File: config.mk
export PLATFORM = sky130hd
export DESIGN_NAME = freq_div_n
export DESIGN_NICKNAME = d
export VERILOG_FILES = /design/src/rtl/freq_div_n_pkg.sv /design/src/rtl/fdiv_halfcycle_ext.sv /design/src/rtl/freq_div_n.sv
export SDC_FILE = /design/constraint.sdc
export NUM_CORES = 1
export LEC_CHECK = 0
export CAP_MARGIN = 5
export CORE_MARGIN = 5
export CORE_UTILIZATION = 51
export CTS_CLUSTER_DIAMETER = 120
export DETAILED_ROUTE_END_ITERATION = 10
export PLACE_DENSITY = 0.75
export SYNTH_ARGS = -nofsm -noshare
export SYNTH_HDL_FRONTEND = slang
export SYNTH_HIERARCHICAL = 1
export SYNTH_SLANG_ARGS = --single-unit
File: constraint.sdc
create_clock -name clk -period 2.85 [get_ports clk]
set_input_delay 0.57 -clock clk [delete_from_list [all_inputs] [get_ports clk]]
set_output_delay 0.57 -clock clk [all_outputs]
set_load 0.01 [all_outputs]
File: src/rtl/freq_div_n_pkg.sv
// Shared counter-library definitions for the programmable divider.
// No logic; constants and state encoding only.
// No flow control.
package freq_div_n_pkg;

  localparam int FDIV_MIN_DIV = 2;

  typedef enum logic {
    IDLE = 1'b0,
    RUN  = 1'b1
  } fdiv_state_t;

endpackage

File: src/rtl/fdiv_halfcycle_ext.sv
// Falling-edge half-cycle extender: stretches q_p by half a clk for odd divisors.
// Latency: q_n follows q_p on the next falling edge; clk_out is a pure OR of two flops.
// No flow control.
module fdiv_halfcycle_ext (
  input  logic clk,
  input  logic rst_n,
  input  logic q_p,
  input  logic odd,
  output logic clk_out
);

  logic q_n;

  always_ff @(negedge clk or negedge rst_n) begin
    if (!rst_n) begin
      q_n <= 1'b0;
    end else begin
      q_n <= q_p & odd;
    end
  end

  assign clk_out = q_p | q_n;

endmodule

File: src/rtl/freq_div_n.sv
// Runtime-programmable 50% duty clock divider with clk-domain period tick.
// Latency: outputs rise on the first rising edge with go; settings apply only at period boundaries.
// No flow control; mid-period div/en changes wait for the last cycle of the period.
module freq_div_n #(
  parameter int WIDTH = 8
) (
  input  logic             clk,
  input  logic             rst_n,
  input  logic             en,
  input  logic [WIDTH-1:0] div,
  output logic             clk_out,
  output logic             tick,
  output logic             running,
  output logic [WIDTH-1:0] cur_div
);

  import freq_div_n_pkg::*;

  fdiv_state_t      state, state_nxt;
  logic [WIDTH-1:0] cnt, cnt_nxt;
  logic [WIDTH-1:0] act_div, act_div_nxt;
  logic [WIDTH-1:0] cnt_inc;
  logic             q_p, q_p_nxt;
  logic             tick_nxt, running_nxt;
  logic             go, last;

  assign go      = en && (div >= WIDTH'(FDIV_MIN_DIV));
  assign last    = (cnt == act_div - WIDTH'(1));
  assign cnt_inc = cnt + WIDTH'(1);

  always_comb begin
    state_nxt   = state;
    cnt_nxt     = cnt;
    act_div_nxt = act_div;
    q_p_nxt     = q_p;
    tick_nxt    = tick;
    running_nxt = running;
    case (state)
      IDLE: begin
        // Idle registers are pinned to their reset values, not just held.
        cnt_nxt     = '0;
        act_div_nxt = '0;
        q_p_nxt     = 1'b0;
        tick_nxt    = 1'b0;
        running_nxt = 1'b0;
        if (go) begin
          state_nxt   = RUN;
          act_div_nxt = div;
          q_p_nxt     = 1'b1;
          tick_nxt    = 1'b1;
          running_nxt = 1'b1;
        end
      end
      RUN: begin
        if (!last) begin
          cnt_nxt  = cnt_inc;
          tick_nxt = 1'b0;
          q_p_nxt  = (cnt_inc < (act_div >> 1));
        end else if (go) begin
          act_div_nxt = div;
          cnt_nxt     = '0;
          q_p_nxt     = 1'b1;
          tick_nxt    = 1'b1;
          running_nxt = 1'b1;
        end else begin
          state_nxt   = IDLE;
          cnt_nxt     = '0;
          act_div_nxt = '0;
          q_p_nxt     = 1'b0;
          tick_nxt    = 1'b0;
          running_nxt = 1'b0;
        end
      end
      default: state_nxt = IDLE;
    endcase
  end

  always_ff @(posedge clk or negedge rst_n) begin
    if (!rst_n) begin
      state   <= IDLE;
      cnt     <= '0;
      act_div <= '0;
      q_p     <= 1'b0;
      tick    <= 1'b0;
      running <= 1'b0;
    end else begin
      state   <= state_nxt;
      cnt     <= cnt_nxt;
      act_div <= act_div_nxt;
      q_p     <= q_p_nxt;
      tick    <= tick_nxt;
      running <= running_nxt;
    end
  end

  assign cur_div = act_div;

  // Odd divisors borrow half a clk from the falling edge to reach 50% duty.
  fdiv_halfcycle_ext u_halfcycle (
    .clk     (clk),
    .rst_n   (rst_n),
    .q_p     (q_p),
    .odd     (act_div[0]),
    .clk_out (clk_out)
  );

endmodule

==> flow_summary.ini <==
[pwr]
powerDensity_mw_per_mm2 = 307
power_leakage_uw = 0.000698
max-vdd-ir-drop_mv = 0.250

[hold_path]
min_path_cells = 2
hold_class = reg -> reg
min-delay-start = running$_DFFE_PN0P_
hold_path_end = running$_DFFE_PN0P_

[yosys]
yosys.area.top_type = sky130_fd_sc_hd__dfrtp_1
synth_nets = 141
area_share_of_the_largest_cell_type_after_synthesis_pct = 40.0
synth-warning-count = 6
number_of_enable_flip_flop_cells_after_synthesis = 0
yosys-top-cells-area = sky130_fd_sc_hd__dfrtp_1 (40%), sky130_fd_sc_hd__ha_1 (8.0%), sky130_fd_sc_hd__mux2i_1 (7.2%)
async_set_reset_flop_share_out_of_synthesis_pct = 100
synth_area_mm2 = 0.00125
syn-instance-count = 122
synth_top_flop_cell = sky130_fd_sc_hd__dfrtp_1
synth-seq-cells = 21
synth_sequential_area_ratio_pct = 42.0
synth_area_per_cell_um2 = 10.2
synth.lib_cells_used.distinct = 34

[die]
core_area_mm2 = 0.00241
dieWidth_um = 59.5
die_height_um = 59.5
io_pins = 22
fp.dieArea_mm2 = 0.00354
initial_utilization_pct = 51.9
floorplan.rows = 18

[critical_path]
worst-r2r-setup-slack_ns = 0.35
cp_data_arrival_time_ns = 2.40
worst-endpoint-required_ns = 2.28
worstRegToRegCells = 8
critical_path.reg2reg.startpoint = cur_div[0]$_DFFE_PN0P_
cp-start-kind = register
critPathKind = reg -> out
end_kind = output pin
worstPathMaxFanout = 1
r2r-end = cur_div[6]$_DFFE_PN0P_

[grt]
first_pass_grt_wire_length_um = 4760
first_global_vias = 1082
antenna_found_initial = 0
grt_usage_pct = 17.7
largest_net_degree_at_the_start_of_global_routing = 21
grt_remaining_overflow = 0

[place]
dp.final_hpwl_um = 2220
placed_cell_area_mm2 = 0.00152
pre_cts_slack_ns = -0.134
place_inst = 173
globalplace.congestion = 0.864
io_buffers = 21

[sta]
final.setup.worst_slack_ns = -0.116
slew_headroom_pct = 66.5
finalClockSkew_ns = 0.00669
rsz0062_at_grt = true
total_setup_violations_reported_at_the_end_of_the_flow = 1
worst_pin_slew_ns = 0.496
report.final.slew_viol_count = 0
count_of_final_hold_check_violations = 0

[clocking]
num_cts_buffers = 3
post_cts_buffers = 0
clk_pin_slew_ns = 0.13
clk_path_buf_depth = 2
clock_sinks = 21
htreeDepth = 1
ctsHoldBuffers = 0
tritoncts = built
clockRootBuffer = sky130_fd_sc_hd__clkbuf_4
clk_latency_ns = 0.30

[route]
detail_route.vias_per_cell = 5.45
maxUsedRoutingLayer = met4
wl_met1_um = 1210
dr.pass1.iters = 4
drt_iter0_markers = 17
drt.antenna.violating_nets = 0
detail_route.wirelength_um = 2730
drc = 0
dr_wl_met3_um = 74
detailroute.via_count = 965
routed_len_inst_um = 15.4
route.met2.wl_um = 1430

[outcome]
status = finished, violations left
violations = setup timing

[cells_and_area]
multiInputGateArea_um2 = 672
drive_gt1_share_pct = 8.16
final-instance-count-excl-fill = 177
antenna-diode-count = 0
area_delta_synth_final_pct = 23.1
num-nets-final = 167
seqCellArea_um2 = 526
layout.cell_area.non_filler_mm2 = 0.00154
n_fill_cell = 203

[job]
maxCapViolations = 0
-- repair_timing --
action                     in CTS  in global routing
gates cloned                    0                  0
gates resized for setup         4                  0
setup endpoints to repair       1                  1
pin swaps                       0                  0
hold endpoints to repair        0                  0
-- synthesized netlist by cell type, types with 2 or more instances --
cell                        count
sky130_fd_sc_hd__a21oi_1        2
sky130_fd_sc_hd__and3_1         3
sky130_fd_sc_hd__buf_4          2
sky130_fd_sc_hd__clkbuf_1       2
sky130_fd_sc_hd__dfrtp_1       20
sky130_fd_sc_hd__ha_1           8
sky130_fd_sc_hd__inv_1         11
sky130_fd_sc_hd__mux2i_1        9
sky130_fd_sc_hd__nand2_1        9
sky130_fd_sc_hd__nand3_1        5
sky130_fd_sc_hd__nor2_1         6
sky130_fd_sc_hd__nor2b_1        6
sky130_fd_sc_hd__o2111ai_1      2
sky130_fd_sc_hd__or4_1          2
sky130_fd_sc_hd__xnor2_1       10
sky130_fd_sc_hd__xor2_1         7
-- power breakdown --
group | internal (uW) | switching, uW | leakage, uW | total [uW]
logic | 15.9 | 14.1 | 0.000454 | 30.0
clock network | 52.2 | 92.6 | 0.0000177 | 145
registers | 298 | 0 | 0.000227 | 298
total | 366 | 107 | 0.000698 | 473
-- routing by layer --
| metal | GRT usage (%) | vias up |
|---|---|---|
| li1 | - | 466 |
| met2 | 32.3 | 11 |
| met5 | 0 | - |
| met4 | 3.80 | 0 |
| met3 | 2.40 | 2 |
| met1 | 22.0 | 486 |
-- worst max-delay path, cell delays in order (launching register included) --
cell and delay [ns]:
sky130_fd_sc_hd__dfrtn_1 0.35, sky130_fd_sc_hd__or2_1 0.19, sky130_fd_sc_hd__buf_2 0.14
-- cells by family after synthesis --
| family | after synthesis | synth area share (%) |
|---|---|---|
| and+or+nand+nor | 38 | 16.5 |
| adders and majority gates | 8 | 8.01 |
| muxes | 10 | 8.11 |
| buffers and inverters | 15 | 5.11 |
| xor gates and xnor gates | 17 | 11.9 |
| DFF | 21 | 42.0 |
| AOI/OAI and AO/OA | 13 | 8.31 |
-- flip-flops by register name (all words and copies together), names as in the netlist --
signal	count
q_p	1
running	1
tick	1
state	1
u_halfcycle/q_n	1
cur_div	8
cnt	8
-- how the worst max path moves through the flow --
stage,slack (ns),from,to
2_1_floorplan,0.32,u_halfcycle/q_n$_DFF_NN0_,clk_out
6_report,-0.12,u_halfcycle/q_n$_DFF_NN0_,clk_out
4_1_cts,-0.12,u_halfcycle/q_n$_DFF_NN0_,clk_out
3_5_place_dp,-0.13,u_halfcycle/q_n$_DFF_NN0_,clk_out
5_1_grt,-0.14,u_halfcycle/q_n$_DFF_NN0_,clk_out
3_3_place_gp,-0.11,u_halfcycle/q_n$_DFF_NN0_,clk_out
-- cell type report --
cell class / instances / area share, %
sequential: 21 / 34.1
tap: 30 / 2.44
multi-input combinational: 86 / 43.7
timing repair buffer: 25 / 15.3
inverter: 11 / 2.68
clock inverter: 1 / 0.325
clock buffer: 3 / 1.46
-- metrics by stage --
step,TNS [ns],util (%),hold WS [ns],power [uW]
6_report,-0.116,63.9,0.552,473
5_1_grt,-0.144,63.9,0.602,498
4_1_cts,-0.125,63.9,0.564,481
3_5_place_dp,-0.134,62.9,0.546,334
3_3_place_gp,-0.111,62.9,0.507,333
2_1_floorplan,0,-,0.274,309
-- placed cells by master (no fill, tap or decap), types with 2 or more instances in the layout --
cell type,count
sky130_fd_sc_hd__clkdlybuf4s50_1,20
sky130_fd_sc_hd__buf_4,4
sky130_fd_sc_hd__or4_1,2
sky130_fd_sc_hd__o2111ai_1,2
sky130_fd_sc_hd__mux2i_1,9
sky130_fd_sc_hd__nand3_1,5
sky130_fd_sc_hd__a21oi_1,2
sky130_fd_sc_hd__xnor2_1,10
sky130_fd_sc_hd__ha_1,8
sky130_fd_sc_hd__inv_1,11
sky130_fd_sc_hd__dfrtp_1,20
sky130_fd_sc_hd__nor2_1,6
sky130_fd_sc_hd__clkbuf_4,3
sky130_fd_sc_hd__nand2_1,9
sky130_fd_sc_hd__nor2b_1,6
sky130_fd_sc_hd__xor2_1,7
sky130_fd_sc_hd__and3_1,3
No activity file was read; power rests on OpenSTA's default activity.
